### config.mk
export PLATFORM = sky130hd
export DESIGN_NAME = ms_timer_multi_flat
export DESIGN_NICKNAME = d
export VERILOG_FILES = /design/src/rtl/ms_timer_pkg.sv /design/src/rtl/ms_timer_multi_if.sv /design/src/rtl/ms_timer_chan.sv /design/src/rtl/ms_timer_multi.sv /design/src/flat_wrapper.sv
export SDC_FILE = /design/constraint.sdc
export NUM_CORES = 1
export LEC_CHECK = 0
export ABC_CLOCK_PERIOD_IN_PS = 3700
export CAP_MARGIN = 30
export CORE_MARGIN = 3
export CORE_UTILIZATION = 60
export CTS_CLUSTER_SIZE = 12
export DETAILED_ROUTE_END_ITERATION = 7
export MAX_ROUTING_LAYER = met4
export PLACE_DENSITY = 0.8
export SYNTH_ARGS = -nofsm -noshare
export SYNTH_HDL_FRONTEND = slang
export SYNTH_SLANG_ARGS = --single-unit
export TNS_END_PERCENT = 1
### constraint.sdc
create_clock -name clk -period 3.7 [get_ports clk]
set_input_delay 0.37 -clock clk [delete_from_list [all_inputs] [get_ports clk]]
set_output_delay 0.37 -clock clk [all_outputs]
set_load 0.02 [all_outputs]
### src/rtl/ms_timer_pkg.sv
// Shared constants and types for the multi-channel ms timer: register map,
// CTRL bit positions and the alarm channel state encoding.
package ms_timer_pkg;

    localparam logic [5:0] ADDR_CNT     = 6'd0;
    localparam logic [5:0] ADDR_STATUS  = 6'd1;
    localparam logic [5:0] ADDR_IRQ_EN  = 6'd2;
    localparam logic [5:0] ADDR_DIV     = 6'd3;
    localparam logic [5:0] CH_BASE      = 6'd8;
    localparam logic [5:0] CH_STRIDE    = 6'd4;

    localparam logic [1:0] OFF_RELOAD   = 2'd0;
    localparam logic [1:0] OFF_CTRL     = 2'd1;
    localparam logic [1:0] OFF_REMAIN   = 2'd2;

    localparam int CTRL_RUN      = 0;
    localparam int CTRL_PERIODIC = 1;

    typedef logic [0:0] chan_state_t;
    localparam chan_state_t IDLE  = 1'b0;
    localparam chan_state_t ARMED = 1'b1;

endpackage

### src/rtl/ms_timer_multi_if.sv
// IO-bus slave port of the ms timer: strobe/write qualified word access with
// a combinational ack and same-cycle read data.
interface ms_timer_multi_if;
    logic        stb;
    logic        we;
    logic [5:0]  addr;
    logic [31:0] data_in;
    logic [31:0] data_out;
    logic        ack;

    modport master (output stb, we, addr, data_in, input data_out, ack);
    modport slave  (input stb, we, addr, data_in, output data_out, ack);
endinterface

### src/rtl/ms_timer_chan.sv
// One down-counting alarm channel: RELOAD, RUN/PERIODIC control, REMAIN and
// the IDLE/ARMED state, emitting a one-clk expire pulse on the expiring tick.
module ms_timer_chan
    import ms_timer_pkg::*;
#(
    parameter int CNT_W = 32
) (
    input  logic             clk,
    input  logic             rst,
    input  logic             tick,
    input  logic             reload_we,
    input  logic             ctrl_we,
    input  logic [CNT_W-1:0] wdata,
    input  logic             wr_run,
    input  logic             wr_periodic,
    output logic [CNT_W-1:0] reload,
    output logic [CNT_W-1:0] remain,
    output logic             run,
    output logic             periodic,
    output logic             expire
);

    chan_state_t      state;
    logic [CNT_W-1:0] reload_nz;

    // A zero reload still has to count one tick, otherwise the channel would never expire.
    assign reload_nz = (reload == '0) ? CNT_W'(1) : reload;
    assign run       = (state == ARMED);
    assign expire    = (state == ARMED) && tick && !ctrl_we && (remain <= CNT_W'(1));

    always_ff @(posedge clk or negedge rst) begin
        if (!rst) begin
            reload   <= '0;
            remain   <= '0;
            periodic <= 1'b0;
            state    <= IDLE;
        end else begin
            if (reload_we) begin
                reload <= wdata;
            end
            // A CTRL write beats a coincident tick; that tick is lost for this channel.
            if (ctrl_we) begin
                periodic <= wr_periodic;
                if (wr_run) begin
                    state  <= ARMED;
                    remain <= reload_nz;
                end else begin
                    state  <= IDLE;
                end
            end else if (state == ARMED && tick) begin
                if (remain > CNT_W'(1)) begin
                    remain <= remain - CNT_W'(1);
                end else if (periodic) begin
                    remain <= reload_nz;
                end else begin
                    remain <= '0;
                    state  <= IDLE;
                end
            end
        end
    end

endmodule

### src/rtl/ms_timer_multi.sv
// Multi-channel ms timer: prescaler, tick counter, NUM_CH alarm channels on the IO bus.
// Define MS_TIMER_DIV_WR_EN to make the prescaler divider writable at address 3.
module ms_timer_multi
    import ms_timer_pkg::*;
#(
    parameter int CLOCK_FREQ = 40_000_000,
    parameter int TICK_HZ    = 1000,
    parameter int NUM_CH     = 4,
    parameter int CNT_W      = 32,
    parameter int DIV_W      = 16
) (
    input  logic              clk,
    input  logic              rst,
    ms_timer_multi_if.slave   bus,
    output logic              tick,
    output logic [NUM_CH-1:0] ch_irq,
    output logic              irq
);

    localparam int             DIV0   = CLOCK_FREQ / TICK_HZ;
    localparam logic [DIV_W:0] DIV0_V = (DIV_W+1)'(DIV0);

    logic              wr;
    logic [DIV_W-1:0]  div_cnt;
    logic [DIV_W:0]    div_val;
    logic [DIV_W:0]    div_last;
    logic              div_wr;
    logic [CNT_W-1:0]  cnt_q;
    logic [NUM_CH-1:0] flags;
    logic [NUM_CH-1:0] irq_en;
    logic [NUM_CH-1:0] expire;
    logic [NUM_CH-1:0] ch_sel;
    logic [NUM_CH-1:0] run_v;
    logic [NUM_CH-1:0] periodic_v;
    logic [CNT_W-1:0]  reload_v [NUM_CH];
    logic [CNT_W-1:0]  remain_v [NUM_CH];
    logic [5:0]        ch_rel;
    logic [3:0]        ch_idx;
    logic [1:0]        ch_off;
    logic              ch_hit;
    logic [31:0]       rdata;

    assign wr = bus.stb & bus.we;

`ifdef MS_TIMER_DIV_WR_EN
    logic [DIV_W:0] div_q;

    assign div_wr  = wr && (bus.addr == ADDR_DIV);
    assign div_val = div_q;

    always_ff @(posedge clk or negedge rst) begin
        if (!rst) begin
            div_q <= DIV0_V;
        end else if (div_wr) begin
            div_q <= {1'b0, bus.data_in[DIV_W-1:0]};
        end
    end
`else
    assign div_wr  = 1'b0;
    assign div_val = DIV0_V;
`endif

    // The divider is one bit wider than div_cnt so DIV0 == 2^DIV_W is representable.
    assign div_last = (div_val == '0) ? '0 : div_val - (DIV_W+1)'(1);
    assign tick     = ({1'b0, div_cnt} == div_last);

    always_ff @(posedge clk or negedge rst) begin
        if (!rst) begin
            div_cnt <= '0;
        end else if (div_wr || tick) begin
            div_cnt <= '0;
        end else begin
            div_cnt <= div_cnt + DIV_W'(1);
        end
    end

    always_ff @(posedge clk or negedge rst) begin
        if (!rst) begin
            cnt_q  <= '0;
            flags  <= '0;
            irq_en <= '0;
        end else begin
            if (wr && bus.addr == ADDR_CNT) begin
                cnt_q <= bus.data_in[CNT_W-1:0];
            end else if (tick) begin
                cnt_q <= cnt_q + CNT_W'(1);
            end
            // Expiry is OR-ed in after the W1C mask so a coincident set wins.
            flags <= (flags & ~((wr && bus.addr == ADDR_STATUS) ? bus.data_in[NUM_CH-1:0] : '0))
                     | expire;
            if (wr && bus.addr == ADDR_IRQ_EN) begin
                irq_en <= bus.data_in[NUM_CH-1:0];
            end
        end
    end

    assign ch_rel = bus.addr - CH_BASE;
    assign ch_idx = 4'(ch_rel / CH_STRIDE);
    assign ch_off = 2'(ch_rel % CH_STRIDE);
    assign ch_hit = (bus.addr >= CH_BASE);

    for (genvar g = 0; g < NUM_CH; g++) begin : g_chan
        assign ch_sel[g] = ch_hit && (ch_idx == 4'(g));

        ms_timer_chan #(.CNT_W(CNT_W)) u_chan (
            .clk         (clk),
            .rst         (rst),
            .tick        (tick),
            .reload_we   (wr && ch_sel[g] && ch_off == OFF_RELOAD),
            .ctrl_we     (wr && ch_sel[g] && ch_off == OFF_CTRL),
            .wdata       (bus.data_in[CNT_W-1:0]),
            .wr_run      (bus.data_in[CTRL_RUN]),
            .wr_periodic (bus.data_in[CTRL_PERIODIC]),
            .reload      (reload_v[g]),
            .remain      (remain_v[g]),
            .run         (run_v[g]),
            .periodic    (periodic_v[g]),
            .expire      (expire[g])
        );
    end

    always_comb begin
        rdata = '0;
        if (bus.stb) begin
            case (bus.addr)
                ADDR_CNT:    rdata = 32'(cnt_q);
                ADDR_STATUS: rdata = 32'(flags);
                ADDR_IRQ_EN: rdata = 32'(irq_en);
                ADDR_DIV:    rdata = 32'(div_val);
                default: begin
                    for (int i = 0; i < NUM_CH; i++) begin
                        if (ch_sel[i]) begin
                            case (ch_off)
                                OFF_RELOAD: rdata = 32'(reload_v[i]);
                                OFF_CTRL:   rdata = 32'({periodic_v[i], run_v[i]});
                                OFF_REMAIN: rdata = 32'(remain_v[i]);
                                default:    rdata = '0;
                            endcase
                        end
                    end
                end
            endcase
        end
    end

    assign bus.data_out = rdata;
    assign bus.ack      = bus.stb;
    assign ch_irq       = flags & irq_en;
    assign irq          = |ch_irq;

endmodule

### src/flat_wrapper.sv
// flat-port wrapper written by rule: the top's interface ports become plain ports
module ms_timer_multi_flat import ms_timer_pkg::*;
#(
    parameter int CLOCK_FREQ = 40_000_000,
    parameter int TICK_HZ    = 1000,
    parameter int NUM_CH     = 4,
    parameter int CNT_W      = 32,
    parameter int DIV_W      = 16
)
  (clk, rst, tick, ch_irq, irq, bus_stb, bus_we, bus_addr, bus_data_in, bus_data_out, bus_ack);
  ms_timer_multi_if bus_i ();
  input  logic clk;
  input  logic rst;
  output logic tick;
  output logic [NUM_CH-1:0] ch_irq;
  output logic irq;
  input wire logic [$bits(bus_i.stb)-1:0] bus_stb;
  input wire logic [$bits(bus_i.we)-1:0] bus_we;
  input wire logic [$bits(bus_i.addr)-1:0] bus_addr;
  input wire logic [$bits(bus_i.data_in)-1:0] bus_data_in;
  output wire logic [$bits(bus_i.data_out)-1:0] bus_data_out;
  output wire logic [$bits(bus_i.ack)-1:0] bus_ack;
  assign bus_i.stb = bus_stb;
  assign bus_i.we = bus_we;
  assign bus_i.addr = bus_addr;
  assign bus_i.data_in = bus_data_in;
  assign bus_data_out = bus_i.data_out;
  assign bus_ack = bus_i.ack;
  ms_timer_multi #(.CLOCK_FREQ(CLOCK_FREQ), .TICK_HZ(TICK_HZ), .NUM_CH(NUM_CH), .CNT_W(CNT_W), .DIV_W(DIV_W)) u_core (.clk(clk), .rst(rst), .bus(bus_i), .tick(tick), .ch_irq(ch_irq), .irq(irq));
endmodule
==> flow_summary.ini, run 1 <==
[sta]
maxSlewHeadroom_pct = 39.39
setup_ws_ns = 0.06570
min_period_over_period_pct = 98.22
hold_violations = 0
worstMarginPinSlew_ns = 0.9063
rsz0062_at_grt = no
layout_min_cycle_time_ns = 3.634
fmax_mhz = 275.2
slew_violations = 0
finalSetupViolCount = 0
skew_ns = 0.03457
finalSetupTns_ns = 0

[clock_tree]
cts_tree = built
cts.clk_slew.worst_paths_ns = 0.06
cts_max_path_buffers = 3
clkSinkCount = 320
clock_latency_ns = 0.57
htree_levels = 2
cts_buffers = 37
root_buffer = clkbuf_16
postCtsSetupRepairBufs = 0

[floorplan]
start_util_pct = 61.03
die_w_um = 185.4
die_y_um = 185.4
rows = 65
dieArea_um2 = 34370
core_region_area_um2 = 31640
io-pin-count = 81

[final_layout]
layout_commonest_cell = dfrtp_1
drive_gt1_share_pct = 18.56
area_growth_syn_to_layout_pct = 15.92
final_cell_mix = 320 x dfrtp_1, 154 x nand2_1, 150 x nor2_1
nets = 2126
stdcell_area_um2 = 22380

[global_route]
grt_pass1_vias = 17553
antenna_found_initial = 0
grt_max_degree = 84
grt_overflow_total = 0
grt_use_total_pct = 46.46
grt_pass1_wl_um = 114500

[yosys]
synthArstFlopShare_pct = 100.0
yosysSeqAreaShare_pct = 41.47
syn_area_um2 = 19310
synth-main-ff-cell = dfrtp_1
synth_edf_count = 0
avgSynthCellArea_um2 = 9.811
ys_seq_elements = 320
syn_inst = 1968
yosys_warnings = 0
synth_cell_types = 88
synth_nets = 2021

[setup_path]
reg2regPathDepth = 6
cp-startpoint = bus_addr[4]
worst_setup_path_start_kind = input port
cp.arrival_ns = 3.26
reg2reg_from = u_core.g_chan[1].u_chan.remain[28]$_DFFE_PN0P_
crit_type = input port to output pin
r2r_end = u_core.g_chan[1].u_chan.remain[22]$_DFFE_PN0P_
cp.required_ns = 3.33
cp_max_fo = 15
reg2reg_slack_ns = 0.28
critPathCaptureType = output pin

[job]
drv_cap = 0

[route]
routed_wl_um = 77600
wl_per_cell_um = 30.98
ant_nets = 0
drt_iter0_markers = 2819
drt_drc_violations_left = 0
drtPass1Iterations = 6
vias = 18821
via_per_inst = 7.513

[placement]
preCtsSetupSlack_ns = 0.004206
place_hpwl_um = 56440
placed_area_um2 = 21070
routabilityCongestion = 1.106
numPortBuffers = 80

[pwr]
pwr_density_cell_nw_per_um2 = 394.5
leakage_nw = 10.18
peakVddDrop_mv = 0.3424

[outcome]
outcome = finished, final reports clean

[hold_path]
hold_path_class = input port to asynchronous set/reset pin
cells by family (layout without fill, tap and decap cells):
logic type | count (synthesis) | in the layout | synth area share, %
xor gates and xnor gates | 45 | 45 | 2.041
adders and majority gates | 11 | 11 | 0.7128
DFF | 320 | 320 | 41.47
buffers and inverters | 156 | 289 | 3.298
other | 0 | 2 | 0
and+or+nand+nor | 720 | 720 | 19.34
AOI/OAI and AO/OA | 486 | 486 | 17.45
muxes | 230 | 230 | 15.68
timing repair:
action / in CTS / in global routing
pin swaps: 0 / 0
resized for setup: 2 / 17
hold buffers: 1 / 0
hold endpoints to repair: 59 / 0
setup endpoints to repair: 2 / 17
flip-flops by register name, summed over array words and instances, names as in the netlist:
name,cells
u_core.g_chan.u_chan.run,4
u_core.g_chan.u_chan.periodic,4
u_core.g_chan.u_chan.remain,128
u_core.flags,4
u_core.irq_en,4
u_core.div_cnt,16
u_core.cnt_q,32
u_core.g_chan.u_chan.reload,128
through the flow:
step / cells / utilization, % / hold slack [ns] / power, mW
floorplan: 1968 / - / 0.07441 / 4.471
global placement: 2434 / 66.58 / 0.3767 / 5.007
detailed placement: 2435 / 66.60 / 0.3813 / 5.026
CTS: 2503 / 70.60 / 0.4210 / 8.771
global route: 2503 / 70.73 / 0.4299 / 9.037
finish: 2505 / 70.75 / 0.3766 / 8.829
how the worst max path moves through the flow:
stage	end	cells after the start
after floorplan	u_core.g_chan[0].u_chan.remain[5]$_DFFE_PN0P_	11
after global placement	bus_data_out[21]	10
final	bus_data_out[21]	10
after global routing	bus_data_out[1]	10
after detailed placement	bus_data_out[21]	10
after CTS	bus_data_out[27]	11
final cells by class:
type | instances | area (um^2)
antenna | 2 | 5.005
clock buffer | 57 | 1121
clock inverter | 10 | 128.9
fill | 2380 | 9255
inverter | 27 | 106.4
multi-input combinational | 1492 | 10710
sequential | 320 | 8008
tap | 402 | 503.0
timing repair buffer | 195 | 1804
worst max-delay path: stages:
cell             delay (ns)
clkdlybuf4s50_1        0.56
inv_1                  0.07
ha_1                   0.19
or2_2                  0.26
o21ai_0                0.23
nand3b_1               0.12
buf_4                  0.22
o21ai_1                0.42
and2_1                 0.21
clkdlybuf4s50_1        0.60
Yosys cell counts, drive strengths merged, types with 28 or more instances:
| cell type | n | share of area, % |
|---|---|---|
| dfrtp | 320 | 41 |
| nand2 | 154 | 3.0 |
| nor2 | 150 | 2.9 |
| mux2 | 130 | 7.6 |
| o21ai | 120 | 3.1 |
| clkbuf | 96 | 1.9 |
| nor3 | 95 | 2.5 |
| a21oi | 93 | 2.4 |
| nor4 | 88 | 3.0 |
| nand3 | 64 | 1.7 |
| mux2i | 55 | 2.9 |
| mux4 | 45 | 5.2 |
| a221o | 42 | 2.2 |
| o21a | 37 | 1.4 |
| buf | 33 | 0.88 |
| nand4 | 31 | 1.0 |
| and2 | 29 | 0.94 |
| a22oi | 28 | 1.1 |
routing by layer:
layer | share of wire (%) | GRT usage, % | vias up
met5 | 0 | - | -
met4 | 7.6 | 26.89 | 0
met3 | 13 | 12.67 | 370
met2 | 42 | 64.82 | 1464
met1 | 38 | 61.01 | 9232
li1 | - | - | 7755
power by group:
part,leakage (nW),switching [mW],internal (mW)
Sequential,4.17,0.278,3.66
Combinational,5.39,0.639,0.449
Clock,0.614,1.56,2.24
Total,10.2,2.48,6.35
(Power assumes the default switching activity.)
==> inputs of run 2 (changes only) <==
GPL_ROUTABILITY_DRIVEN = 0   (was default)
==> flow_summary.ini, run 2 (synthesis results as in run 1) <==
[route]
wl_met1_um = 25270
wl_met2_um = 30040
met3_length_um = 11110
drtPass1Iterations = 8
drt_iter0_markers = 3619
routed_wl_um = 73940
via_per_inst = 7.619
wl_per_cell_um = 29.64
maxUsedRoutingLayer = met4
drt_drc_violations_left = 0
vias = 19010
ant_nets = 0

[setup_path]
slowest_delay_ns = 0.63
worstPathCellList = clkdlybuf4s50_1, inv_1, ha_1, or2_2, o21ai_0, nand3b_1, buf_4, o21ai_1, and2_1, clkdlybuf4s50_1
reg2regPathDepth = 8
critPathCaptureType = output pin
reg2reg_from = u_core.div_cnt[13]$_DFF_PN0_
cp.arrival_ns = 3.30
reg2reg_slack_ns = 0.13
cp_common_cell = clkdlybuf4s50_1
r2r_end = u_core.g_chan[2].u_chan.remain[27]$_DFFE_PN0P_
cp_max_fo = 15
crit_type = input port to output pin
cp.required_ns = 3.33
cp_slowest_cell = clkdlybuf4s50_1
worst_setup_path_start_kind = input port

[final_layout]
nets = 2112
fill_cells = 2292
drive_gt1_share_pct = 18.19
reg_top3 = u_core.g_chan.u_chan.reload: 128 flops, u_core.g_chan.u_chan.remain: 128 flops, u_core.cnt_q: 32 flops
stdcell_count = 2495
area_growth_syn_to_layout_pct = 15.42
layout_commonest_cell = dfrtp_1
final_cell_mix = 320 x dfrtp_1, 154 x nand2_1, 150 x nor2_1

[floorplan]
io-pin-count = 81
rows = 65
die_y_um = 185.4
dieArea_um2 = 34370
core_region_area_um2 = 31640
die_w_um = 185.4
start_util_pct = 61.03

[sta]
hold_violations = 0
finalSetupTns_ns = 0
worstMarginPinSlew_ns = 1.073
holdWs_ns = 0.4680
slew_violations = 0
fmax_mhz = 272.2
maxSlewHeadroom_pct = 27.72
min_period_over_period_pct = 99.30
layout_min_cycle_time_ns = 3.674
skew_ns = 0.01763
rsz0062_at_grt = yes
finalSetupViolCount = 0

[clock_tree]
clock_latency_ns = 0.54
cts.clk_slew.worst_paths_ns = 0.06
htree_levels = 2
cts_tree = built
postCtsSetupRepairBufs = 0
cts_max_path_buffers = 3
cts_buffers = 37
root_buffer = clkbuf_16
clkSinkCount = 320

[global_route]
grt_use_total_pct = 44.90
grt_pass1_vias = 18246
grt_max_degree = 104
grt_overflow_total = 0
grt_pass1_wl_um = 112400
antenna_found_initial = 7

[hold_path]
hold_path_class = input port to asynchronous set/reset pin

[pwr]
pwr_density_cell_nw_per_um2 = 395.3
leakage_nw = 10.02
peakVddDrop_mv = 0.2546

[job]
drv_cap = 0

[outcome]
outcome = finished, final reports clean

[placement]
numPortBuffers = 80
place_hpwl_um = 52950
dp.cells = 2421
## run 2: cell count changes in the layout (fill, tap and decap cells not counted), moves of 2 or more
cell | before | now
a22oi_2 | 0 | 2
dlygate4sd2_1 | 0 | 7
dlymetal6s2s_1 | 16 | 9
clkinv_2 | 4 | 7
o21ai_2 | 1 | 3
buf_4 | 107 | 93
clkbuf_1 | 8 | 6
a22oi_1 | 28 | 26
clkbuf_8 | 12 | 8
clkbuf_16 | 37 | 39
diode_2 | 2 | 9
o21ai_0 | 118 | 115
clkinv_8 | 2 | 0
## run 2: how the worst max path moves through the flow
stage	startpoint	end	slack [ns]	cells past startpoint
after floorplan	bus_addr[3]	u_core.g_chan[0].u_chan.remain[5]$_DFFE_PN0P_	0.57	11
after global routing	bus_addr[4]	bus_data_out[28]	-0.03	10
final	bus_addr[4]	bus_data_out[26]	0.03	10
after CTS	bus_addr[4]	bus_data_out[14]	0.01	11
after detailed placement	bus_addr[4]	bus_data_out[21]	-0.12	10
after global placement	bus_addr[4]	bus_data_out[21]	-0.07	10
## run 2: critical path: cells and delay by family
family,cells,cell delay [ns]
buf+inv,4,1.55
simple gates,3,0.58
compound gates,2,0.62
fa+ha+maj,1,0.19
## run 2: metal layers
layer / up-vias / global-route usage [%]
met5: - / -
met2: 1773 / 60.46
met1: 8967 / 55.37
met3: 551 / 16.54
li1: 7719 / -
met4: 0 / 32.26
## run 2: layout make-up
class	instances	area [um^2]	share of cell area, %
tap	402	503.0	2.257
clock buffer	53	1109	4.974
timing repair buffer	181	1673	7.507
inverter	27	106.4	0.4772
clock inverter	11	133.9	0.6008
sequential	320	8008	35.93
antenna	9	22.52	0.1011
multi-input combinational	1492	10730	48.15
## run 2: repair_timing
action,CTS,global route
hold endpoints to repair,99,0
resized for setup,11,16
endpoints found under the setup margin,11,14
hold buffers,1,0
## run 2: metrics by stage
step	area, um^2	utilization, %	setup slack [ns]	total power [mW]
global route	22280	70.42	-0.03004	9.007
global placement	20970	66.27	-0.07482	4.966
floorplan	19310	-	0.5725	4.471
finish	22290	70.44	0.02577	8.809
detailed placement	20970	66.27	-0.1204	5.001
CTS	22210	70.20	0.01062	8.729
## run 2: report_power, final
group	switching [mW]	internal, mW
sequential	0.277	3.66
clock	1.50	2.29
combinational	0.631	0.446
total	2.41	6.40
